===== src/rtl/key_pkg.sv =====
// Shared types and constants for the push-button conditioning path.
// Holds the repeat FSM state encoding and the board clock tick divider.
package key_pkg;

   typedef enum logic [1:0] {
      RELEASED    = 2'd0,
      HELD_DELAY  = 2'd1,
      HELD_REPEAT = 2'd2
   } rep_state_e;

   // 1 ms sample period on the 27 MHz board clock
   localparam int TICK_DIV_27MHZ = 27000;

   localparam int FILT_W = 8;

endpackage


===== src/rtl/key_channel.sv =====
// One key: two-flop synchroniser, tick-sampled stability filter and auto-repeat FSM.
// Emits registered single-cycle press/release pulses alongside the debounced level.
module key_channel
   import key_pkg::*;
#(
   parameter int N_STABLE     = 5,
   parameter bit ACTIVE_LOW   = 1'b1,
   parameter int REPEAT_DELAY = 0,
   parameter int REPEAT_RATE  = 100
) (
   input  logic clk,
   input  logic rst,
   input  logic tick,
   input  logic key_raw,
   output logic level,
   output logic press,
   output logic release_pulse
);

   localparam int REP_MAX = (REPEAT_DELAY > REPEAT_RATE) ? REPEAT_DELAY : REPEAT_RATE;
   localparam int REP_W   = $clog2(REP_MAX + 1);

   logic              sync_q1;
   logic              sync_q2;
   logic [FILT_W-1:0] filt_q;
   logic [FILT_W-1:0] filt_d;
   logic [REP_W-1:0]  rep_q;
   logic [REP_W-1:0]  rep_d;
   rep_state_e        state_q;
   rep_state_e        state_d;
   logic              level_d;
   logic              press_evt;
   logic              release_evt;
   logic              rep_pulse;

   always_ff @(posedge clk) begin
      if (rst) begin
         // NOTE: the synchroniser resets to "released" so a key held through reset re-qualifies as a fresh press.
         sync_q1       <= 1'b0;
         sync_q2       <= 1'b0;
         filt_q        <= '0;
         rep_q         <= '0;
         state_q       <= RELEASED;
         level         <= 1'b0;
         press         <= 1'b0;
         release_pulse <= 1'b0;
      end else begin
         sync_q1       <= key_raw ^ ACTIVE_LOW;
         sync_q2       <= sync_q1;
         filt_q        <= filt_d;
         rep_q         <= rep_d;
         state_q       <= state_d;
         level         <= level_d;
         press         <= press_evt | rep_pulse;
         release_pulse <= release_evt;
      end
   end

   always_comb begin
      // NOTE: every next-value signal is defaulted first so no path through this block infers a latch.
      filt_d      = filt_q;
      rep_d       = rep_q;
      state_d     = state_q;
      level_d     = level;
      press_evt   = 1'b0;
      release_evt = 1'b0;
      rep_pulse   = 1'b0;

      if (tick) begin
         if (sync_q2 != level) begin
            if (int'(filt_q) + 1 == N_STABLE) begin
               filt_d      = '0;
               level_d     = ~level;
               press_evt   = ~level;
               release_evt = level;
            end else begin
               filt_d = filt_q + 1'b1;
            end
         end else begin
            filt_d = '0;
         end

         case (state_q)
            RELEASED: begin
               if (press_evt) begin
                  state_d = HELD_DELAY;
                  rep_d   = '0;
               end
            end
            HELD_DELAY: begin
               if (release_evt) begin
                  state_d = RELEASED;
               end else if (REPEAT_DELAY != 0) begin
                  if (int'(rep_q) + 1 == REPEAT_DELAY) begin
                     rep_pulse = 1'b1;
                     state_d   = HELD_REPEAT;
                     rep_d     = '0;
                  end else begin
                     rep_d = rep_q + 1'b1;
                  end
               end
            end
            HELD_REPEAT: begin
               if (release_evt) begin
                  state_d = RELEASED;
               end else if (int'(rep_q) + 1 == REPEAT_RATE) begin
                  rep_pulse = 1'b1;
                  rep_d     = '0;
               end else begin
                  rep_d = rep_q + 1'b1;
               end
            end
            default: state_d = RELEASED;
         endcase
      end
   end

endmodule


===== src/rtl/key_conditioner.sv =====
// Raw push-buttons to clean command pulses: shared sample-tick prescaler plus
// one key_channel per key. O_PRESS feeds the SPI transfer controller's start input.
module key_conditioner
   import key_pkg::*;
#(
   parameter int N_KEYS       = 2,
   parameter int TICK_DIV     = TICK_DIV_27MHZ,
   parameter int N_STABLE     = 5,
   parameter bit ACTIVE_LOW   = 1'b1,
   parameter int REPEAT_DELAY = 0,
   parameter int REPEAT_RATE  = 100
) (
   input  logic              I_CLK,
   input  logic              I_RESET,
   input  logic [N_KEYS-1:0] I_KEY,
   output logic [N_KEYS-1:0] O_LEVEL,
   output logic [N_KEYS-1:0] O_PRESS,
   output logic [N_KEYS-1:0] O_RELEASE,
   output logic              O_TICK
);

   localparam int DIV_W = (TICK_DIV > 1) ? $clog2(TICK_DIV) : 1;

   logic [DIV_W-1:0] div_q;
   logic             div_wrap;

   assign div_wrap = (int'(div_q) == TICK_DIV - 1);

   // With TICK_DIV=1 the counter sits at 0 and the tick is high every cycle.
   always_ff @(posedge I_CLK) begin
      if (I_RESET) begin
         div_q  <= '0;
         O_TICK <= 1'b0;
      end else begin
         div_q  <= div_wrap ? '0 : div_q + 1'b1;
         O_TICK <= div_wrap;
      end
   end

   for (genvar k = 0; k < N_KEYS; k++) begin : g_key
      key_channel #(
         .N_STABLE     (N_STABLE),
         .ACTIVE_LOW   (ACTIVE_LOW),
         .REPEAT_DELAY (REPEAT_DELAY),
         .REPEAT_RATE  (REPEAT_RATE)
      ) u_channel (
         .clk           (I_CLK),
         .rst           (I_RESET),
         .tick          (O_TICK),
         .key_raw       (I_KEY[k]),
         .level         (O_LEVEL[k]),
         .press         (O_PRESS[k]),
         .release_pulse (O_RELEASE[k])
      );
   end

endmodule


===== config.mk =====
export PLATFORM = sky130hd
export DESIGN_NAME = key_conditioner
export DESIGN_NICKNAME = d
export VERILOG_FILES = /design/src/rtl/key_pkg.sv /design/src/rtl/key_channel.sv /design/src/rtl/key_conditioner.sv
export SDC_FILE = /design/constraint.sdc
export NUM_CORES = 1
export LEC_CHECK = 0
export BUFFER_PORTS_ARGS = -buffer_cell sky130_fd_sc_hd__clkbuf_2
export CORE_ASPECT_RATIO = 0.8
export CORE_UTILIZATION = 60
export DETAILED_ROUTE_END_ITERATION = 8
export PLACE_DENSITY = 0.82
export SETUP_SLACK_MARGIN = 0.05
export SLEW_MARGIN = 20
export SYNTH_ARGS = -nofsm -noshare
export SYNTH_HDL_FRONTEND = slang
export SYNTH_SLANG_ARGS = --single-unit

===== constraint.sdc =====
create_clock -name I_CLK -period 5.35 [get_ports I_CLK]
set_input_delay 0.535 -clock I_CLK [delete_from_list [all_inputs] [get_ports I_CLK]]
set_output_delay 0.535 -clock I_CLK [all_outputs]
set_load 0.01 [all_outputs]

==> impl_metrics.toml, run 1 <==
[die]
ios = 11
die_area_um2 = 3670
die_height_um = 54.4
initial_core_util_pct = 64.8
fp.dieW_um = 67.5
core_area_um2 = 3180
core.rowCount = 18

[power]
leakagePower_nw = 0.754
total_power_mw = 0.528
ir_worst_vdd_v = 0.000158
p_per_area_nw_per_um2 = 244

[cts]
clock_path_buffers = 2
cts_buffers = 5
clk_latency_ps = 290
cts_root_buf = "clkbuf_8"
cts_tree = "done"
cts_resized = 0
cts_setup_buffers = 0
clock_sinks = 42
path_clk_slew_ps = 80
hold_buffers = 0
cts-htree-levels = 2

[grt]
grt_util_met3_pct = 7.50
overflow = 0
grt_first_pass_wirelength_um = 6190
grt_start_max_net_pins = 23
grtUsageMet1_pct = 29.3
gr-usage-met2_pct = 37.0
antenna_found_initial = 0
grt_pass1_vias = 1421
grt_use_total_pct = 23.3
gr-max-usage-layer = "met2"

[route]
post-route-drc-count = 0
detail-route-antenna-nets = 0
via_count = 1647
avgViaCountPerCell = 5.76
wl_um = 3740
dr.pass1.iters = 4
wl_per_cell_um = 13.1
drt_iter0_markers = 102

[sta]
hold_viol_final = 0
rsz0062_at_grt = "false"
slew_headroom_pct = 38.3
setup_viol = 0
worst_pin_slew_ps = 919
tns_ps = 0
layout_setup_ws_ps = 3320
fmax_ghz = 0.491
fin_crit_sh_pct = 38.0
slew_violations = 0
skew_ps = 4.96
post-route-min-period_ps = 2030

[placed_design]
placed_cell_area_um2 = 2080
dp_slack_ps = 3230
placement.io_buffers = 10
dp_hpwl_um = 2620
place_inst = 278
gp_congestion = 0.875

[logic_synthesis]
synth_cells = 239
yosysWarningCount = 0
ys_ff_latch = 42
syn_area_per_cell_um2 = 8.61
ys_types = 49
syn_area_um2 = 2060
synth_seq_area_share_pct = 40.9
syn-num-nets = 248

[min_path]
hold_depth = 2
worstHoldStart = "I_KEY[0]"
hp-class = "in2reg"
holdPathEnd = "g_key[0].u_channel.sync_q1"

[cells_and_area]
drive_gt1_share_pct = 13.0
instances_no_fill = 286
diodes = 0
fin_nets = 254
area_delta_synth_final_pct = 5.41
seqCellArea_um2 = 841
fin_area_um2 = 2170
multiInputGateArea_um2 = 1100
final_common_cell = "dfxtp_1"
fillCellCount = 265
layout_common_cells = "dfxtp_1, nor2_1, nand2_1, nand3_1"

[setup_path]
r2r_slack_ps = 3320
reg2reg_depth = 6
critPathMaxFanout = 8
critPathMaxStageDelay_ps = 460
reg2reg_from = "g_key[1].u_channel.filt_q[0]"
crit_path_end_kind = "flop"
critPathLaunchType = "flop"
required_ps = 5540
cp.arrival_ps = 2220
worst_path_max_delay_cell = "dfxtp_1"
path_cells = "ha_1 -> or2b_2 -> o32ai_1 -> o21ai_1 -> or2_4 -> a32o_1"
rr_endpoint = "g_key[1].u_channel.filt_q[1]"
worstSetupPathType = "reg2reg"

[run_status]
status = "completed"

[flow_run]
cap_violations = 0
## per-stage QoR
stage / hold slack [ps] / utilization [%]
2_1_floorplan: 414 / -
3_3_place_gp: 416 / 65.6
3_5_place_dp: 429 / 65.6
4_1_cts: 369 / 68.3
5_1_grt: 386 / 68.3
6_report: 380 / 68.3
## area by class of cell
class / count / share of cell area [%]
Clock buffer: 6 / 3.34
Clock inverter: 2 / 0.634
Inverter: 10 / 1.73
Multi-Input combinational cell: 176 / 50.9
Sequential cell: 42 / 38.8
Tap cell: 40 / 2.31
Timing Repair Buffer: 10 / 2.31
## synthesized netlist by cell type (all sizes together)
| library cell | instances | area share [%] |
|---|---|---|
| nor4b | 3 | 2.2 |
| ha | 5 | 3.0 |
| o211ai | 1 | 0.36 |
| nand4 | 5 | 1.5 |
| xor2 | 11 | 4.7 |
| o21a | 1 | 0.36 |
| buf | 9 | 3.3 |
| o41ai | 2 | 1.6 |
| nor2 | 36 | 6.6 |
| or3 | 4 | 1.3 |
| or2b | 1 | 0.43 |
| and2 | 1 | 0.36 |
| or4b | 1 | 0.49 |
| clkbuf | 2 | 0.36 |
| inv | 9 | 1.6 |
| a311oi | 1 | 0.43 |
| o2111ai | 2 | 0.85 |
| o32ai | 1 | 0.43 |
| nand2b | 3 | 0.91 |
| nor2b | 3 | 0.91 |
| or2 | 3 | 1.2 |
| nor4 | 7 | 2.1 |
| dfxtp | 42 | 41 |
| a21oi | 10 | 2.4 |
| o31ai | 1 | 0.61 |
| a21boi | 2 | 0.73 |
| o311ai | 2 | 0.85 |
| and3b | 2 | 0.91 |
| a22oi | 1 | 0.36 |
| clkinv | 1 | 0.18 |
| a211oi | 1 | 0.36 |
| nand3 | 13 | 3.2 |
| xnor2 | 8 | 3.4 |
| nand2 | 21 | 3.8 |
| and3 | 5 | 1.6 |
| o21ai | 12 | 2.9 |
| o221ai | 1 | 0.43 |
| nor3 | 2 | 0.49 |
| a32o | 1 | 0.49 |
| nor4bb | 1 | 0.49 |
| nor3b | 1 | 0.36 |
| o2111a | 1 | 0.55 |
## cell families after synthesis
kind of cell / after synthesis / synth area share (%)
fa+ha+maj: 5 / 3.04
compound gates: 40 / 13.7
xor+xnor: 19 / 8.09
simple gates: 112 / 28.8
flops: 42 / 40.9
buf+inv: 21 / 5.47
## registers in the layout, indices dropped and copies added, names as in the netlist
name	flops
O_TICK	1
g_key.u_channel.press	2
g_key.u_channel.level	2
g_key.u_channel.sync_q2	2
g_key.u_channel.sync_q1	2
g_key.u_channel.filt_q	16
div_q	15
g_key.u_channel.release_pulse	2
## worst max path at each step
| stage | start | end | slack (ps) | cells after the start |
|---|---|---|---|---|
| 3_5_place_dp | I_RESET | g_key[1].u_channel.filt_q[3] | 3230 | 5 |
| 6_report | g_key[1].u_channel.filt_q[0] | g_key[1].u_channel.filt_q[1] | 3320 | 6 |
| 4_1_cts | div_q[12] | div_q[12] | 3350 | 3 |
| 5_1_grt | div_q[13] | div_q[11] | 3170 | 4 |
| 2_1_floorplan | g_key[1].u_channel.filt_q[0] | g_key[1].u_channel.filt_q[1] | 3580 | 6 |
| 3_3_place_gp | I_RESET | g_key[1].u_channel.filt_q[3] | 3300 | 5 |
## power breakdown
group,total (mW),switching [mW],internal [mW],leakage [nW]
Combinational,0.0132,0.00899,0.00421,0.369
Clock,0.197,0.105,0.0920,0.0452
Sequential,0.318,0.00225,0.316,0.340
Total,0.528,0.117,0.412,0.754
## layer usage
layer | share of wire [%] | vias up
met5 | 0 | -
met3 | 5.1 | 4
met4 | 1.0 | 0
met1 | 51 | 750
li1 | - | 853
met2 | 42 | 40
## critical path, delay by kind of cell (launching register included)
family / cells / cell delay, ps
adders and majority gates: 1 / 290
DFF: 1 / 460
AOI/OAI and AO/OA: 3 / 550
and+or+nand+nor: 2 / 620
(Power assumes the default switching activity.)
==> run 2: changes to the inputs <==
Settings changed: CORE_UTILIZATION 60 to 54, PLACE_DENSITY 0.82 to 0.79.
Clock period 5.35 ns to 1.8 ns, I/O delays scaled along.
==> run 2 against run 1 <==
The run now ends with design-rule violations left. Fmax rose by 19%. Worst hold slack got worse by 340 ps. Cell area increased by 7.4%. Global-route usage shrank 2.8 points. Flip-flop and latch count did not move. Power grew to 3.2 times the previous value. Via count fell by 0.55%. Sequential share of layout area shrank 2.2 points. Combinational power rose to 3.3 times the previous value. Cell count increased by 4.2%. Largest power group unchanged. Highest routed layer unchanged.
==> impl_metrics.toml, run 2 (synthesis results as in run 1) <==
[run_status]
status = "complete, but fails checks"
violations = "design-rule violations"

[setup_path]
cp.arrival_ps = 1890
required_ps = 1990
worstSetupPathType = "reg2reg"
critPathMaxFanout = 6
crit_path_end_kind = "flop"
critPathLaunchType = "flop"

[placed_design]
placement.io_buffers = 10
gp_congestion = 0.859
placed_cell_area_um2 = 2160
dp_hpwl_um = 2670
place_inst = 290

[sta]
post-route-min-period_ps = 1700
slew_violations = 0
worst_pin_slew_ps = 468
rsz0062_at_grt = "true"
hold_viol_final = 0
fmax_ghz = 0.587
fin_crit_sh_pct = 94.6
skew_ps = 11.3
tns_ps = 0
setup_viol = 0
slew_headroom_pct = 68.6

[power]
leakagePower_nw = 0.814
seq_power_share_pct = 55.5
clkPwrFrac_pct = 41.9
power_switching_share_pct = 19.6
p_per_area_nw_per_um2 = 731
p_int_mw = 1.37
ir_worst_vdd_v = 0.000575
total_power_mw = 1.70
power_frac_comb_pct = 2.6
p_switching_mw = 0.334

[cells_and_area]
diodes = 0
fin_area_um2 = 2330
layout_common_cells = "nor2_1, dfxtp_1, nand2_1, nand3_1"
area_delta_synth_final_pct = 13.2
final_common_cell = "nor2_1"
fin_nets = 264
largest_reg_flops = 16
reg_top3 = "g_key.u_channel.filt_q x16, div_q x15"
fillCellCount = 295
fin_util_pct = 65.8
multiInputGateArea_um2 = 1160
top_register = "g_key.u_channel.filt_q"
drive_gt1_share_pct = 22.3
instances_no_fill = 298
seqCellArea_um2 = 851

[die]
die_height_um = 57.2
fp.dieW_um = 71.0
core_area_um2 = 3540
die_area_um2 = 4060
ios = 11
core.rowCount = 19
initial_core_util_pct = 58.1

[route]
dr.pass1.iters = 8
detail-route-antenna-nets = 0
via_count = 1638
drt_iter0_markers = 84
wl_per_cell_um = 12.4
wl_um = 3690
post-route-drc-count = 2
avgViaCountPerCell = 5.50

[cts]
clk_latency_ps = 290
clock_sinks = 42
cts-htree-levels = 2
cts_root_buf = "clkbuf_8"
path_clk_slew_ps = 80
cts_tree = "done"
cts_buffers = 5
hold_buffers = 0
clock_path_buffers = 2

[grt]
grt_first_pass_wirelength_um = 6530
grt_start_max_net_pins = 22
grt_pass1_vias = 1460
antenna_found_initial = 0
grt_use_total_pct = 20.5
overflow = 0

[flow_run]
cap_violations = 0

[min_path]
hp-class = "in2reg"
run 2: cell count changes in the layout (fill, tap and decap cells not counted), moves of 2 or more:
| cell | change |
|---|---|
| o311ai_1 | +2 |
| buf_4 | +10 |
| dfxtp_2 | +8 |
| ha_1 | -2 |
| dfxtp_1 | -8 |
| o21ai_0 | -2 |
| o311ai_0 | -2 |
run 2: final timing paths:
kind,endpoint,slack (ps),cells after the start,from
min,g_key[0].u_channel.sync_q1,40,2,I_KEY[0]
min reg2reg,g_key[0].u_channel.sync_q2,450,1,g_key[0].u_channel.sync_q1
max,g_key[1].u_channel.filt_q[1],100,6,g_key[1].u_channel.filt_q[1]
max reg2reg,g_key[1].u_channel.filt_q[1],100,6,g_key[1].u_channel.filt_q[1]
run 2: metal layers:
metal  global-route usage (%)  vias to the layer above  wire length, um
li1                         -                      866                -
met1                     28.4                      737             1860
met2                     31.5                       30             1640
met3                     5.30                        5              147
met4                     6.86                        0               44
met5                        0                        -                0
run 2: area by class of cell:
class	instances	share of cell area [%]
clock inverters	1	1.29
repair buffers	20	5.37
inverters	10	1.61
multi-input cells	176	49.7
clock buffers	7	3.28
flip-flops and latches	42	36.5
well taps	42	2.26
run 2: power by group through the flow:
stage          Clock (mW)  Combinational, mW  Sequential, mW
2_1_floorplan           0             0.0306           0.966
3_3_place_gp            0             0.0439           0.967
3_5_place_dp            0             0.0443           0.967
4_1_cts             0.733             0.0447           0.946
5_1_grt             0.774             0.0498           0.947
6_report            0.714             0.0442           0.945
run 2: critical path: stages, from the launching register on:
cell	delay [ps]
dfxtp_2	340
buf_4	150
and2_2	230
a211oi_2	240
o21ai_2	100
or2_4	290
a32o_1	250
run 2: repair_timing:
action / CTS / global route
pin swaps: 0 / 5
setup endpoints to repair: 3 / 13
gates resized for setup: 5 / 15
buffers inserted: 0 / 0
run 2: stage by stage:
stage / hold WS (ps) / setup slack (ps)
6_report: 42.0 / 96.6
5_1_grt: 36.7 / -6.76
4_1_cts: 35.7 / 71.9
3_5_place_dp: 337 / 13.5
3_3_place_gp: 333 / 68.6
2_1_floorplan: 247 / 52.7
==> run 3: changes to the inputs <==
Settings changed: CORE_ASPECT_RATIO 0.8 to 1.1.
==> run 3 against run 2 <==
The run now ends clean. Power grew 2.2%. Clock power increased by 5.7%. Critical path depth did not move. Via count rose by 3.8%. First-iteration DRC count is 68% higher. Utilization down 0.62 points. Combinational power rose by 2%. Largest power group unchanged.
==> impl_metrics.toml, run 3 (synthesis results as in run 1) <==
[placed_design]
dp_hpwl_um = 2590
dp_slack_ps = -44.3
placement.io_buffers = 10
gp_congestion = 0.875

[route]
post-route-drc-count = 0
dr.pass1.iters = 4
detail-route-antenna-nets = 0
via_count = 1700
drt_iter0_markers = 141
wl_um = 3850
avgViaCountPerCell = 5.52
wl_per_cell_um = 12.5

[grt]
grt_use_total_pct = 20.5
grt_start_max_net_pins = 22
grt_first_pass_wirelength_um = 6130
antenna_found_initial = 0
overflow = 0
grt_pass1_vias = 1452

[setup_path]
worstSetupPathType = "reg2reg"
cp.arrival_ps = 1920
crit_path_end_kind = "flop"
critPathMaxFanout = 5
worst_path_max_delay_cell = "dfxtp_4"
path_cells = "ha_4 -> xnor2_1 -> nor4b_2 -> nand4_1 -> or2_4 -> nor4b_2"
crit_family = "simple AND/OR/NAND/NOR gates"
required_ps = 2020
critPathBufInv = 0
critPathMaxStageDelay_ps = 370
critPathLaunchType = "flop"
crit_top_cell = "nor4b_2"

[sta]
worst_pin_slew_ps = 545
skew_ps = 10.9
layout_setup_ws_ps = 104
slew_headroom_pct = 63.4
slew_violations = 0
tns_ps = 0
fmax_ghz = 0.590
hold_viol_final = 0
fin_crit_sh_pct = 94.2
whs_ps = 38.0
post-route-min-period_ps = 1700
setup_viol = 0

[cells_and_area]
layout_common_cells = "nor2_1, dfxtp_1, nand2_1, nand3_1, buf_4"
area_delta_synth_final_pct = 15.7
top_register = "g_key.u_channel.filt_q"
fin_util_pct = 65.1
final_common_cell = "nor2_1"
drive_gt1_share_pct = 23.6
diodes = 0
fin_nets = 266
largest_reg_flops = 16
reg_top3 = "g_key.u_channel.filt_q x16, div_q x15"

[cts]
clock_path_buffers = 2
cts_root_buf = "clkbuf_8"
path_clk_slew_ps = 90
clock_sinks = 42
clk_latency_ps = 300
cts_buffers = 5
cts_tree = "done"
hold_buffers = 0
cts-htree-levels = 2

[power]
power_switching_share_pct = 21.7
leakagePower_nw = 0.824
p_switching_mw = 0.377
clkPwrFrac_pct = 43.3
ir_worst_vdd_v = 0.000459
seq_power_share_pct = 54.1
p_per_area_nw_per_um2 = 731
power_frac_comb_pct = 2.6
p_int_mw = 1.36

[die]
ios = 11
core.rowCount = 23
die_height_um = 66.8
core_area_um2 = 3650
fp.dieW_um = 60.9
initial_core_util_pct = 56.3
die_area_um2 = 4060

[min_path]
hp-class = "in2reg"

[flow_run]
cap_violations = 0

[run_status]
status = "completed"
## run 3: final cells by class
| type | instances | area [um2] |
|---|---|---|
| fill | 285 | 1270 |
| multi-input combinational | 176 | 1170 |
| sequential | 42 | 855 |
| timing repair buffer | 22 | 140 |
| clock buffer | 5 | 68.8 |
| tap | 50 | 62.6 |
| clock inverter | 3 | 45.0 |
| inverter | 10 | 37.5 |
## run 3: through the flow
| step | instance area, um2 | std cells | total power [mW] |
|---|---|---|---|
| after floorplan | 2060 | 239 | 0.996 |
| after global placement | 2170 | 297 | 1.01 |
| after detailed placement | 2170 | 297 | 1.01 |
| after CTS | 2300 | 306 | 1.76 |
| after global routing | 2380 | 308 | 1.79 |
| final | 2380 | 308 | 1.74 |
## run 3: layer usage
layer  up-vias  wire, um  GRT usage [%]
met2        43      1820           33.2
met5         -         0              0
li1        872         -              -
met1       773      1780           24.6
met4         0        83           9.38
met3        12       166           5.83
## run 3: final timing paths
path | start | to | slack (ps) | depth (start not counted)
setup reg to reg | g_key[0].u_channel.filt_q[0] | g_key[0].u_channel.release_pulse | 100 | 6
setup / recovery | g_key[0].u_channel.filt_q[0] | g_key[0].u_channel.release_pulse | 100 | 6
hold reg to reg | g_key[1].u_channel.sync_q1 | g_key[1].u_channel.sync_q2 | 430 | 1
hold / removal | I_KEY[0] | g_key[0].u_channel.sync_q1 | 40 | 2
## run 3: timing repair
item / 4_1_cts / 5_1_grt
resized for setup: 6 / 17
endpoints found under the hold margin: 0 / 0
buffers inserted: 1 / 2
setup endpoints to repair: 6 / 13
gates cloned: 0 / 0
pin swaps: 1 / 7
## run 3: worst register-to-register path, cell delays in order (launching register included)
cell	delay [ps]
dfxtp_4	370
ha_4	160
xnor2_1	140
nor4b_2	230
nand4_1	190
or2_4	290
nor4b_2	230
## run 3: power groups by stage
stage	registers, mW	logic (mW)	clock network [mW]
global route	0.943	0.0505	0.795
CTS	0.945	0.0453	0.767
global placement	0.967	0.0444	0
floorplan	0.966	0.0306	0
finish	0.942	0.0450	0.755
detailed placement	0.967	0.0450	0
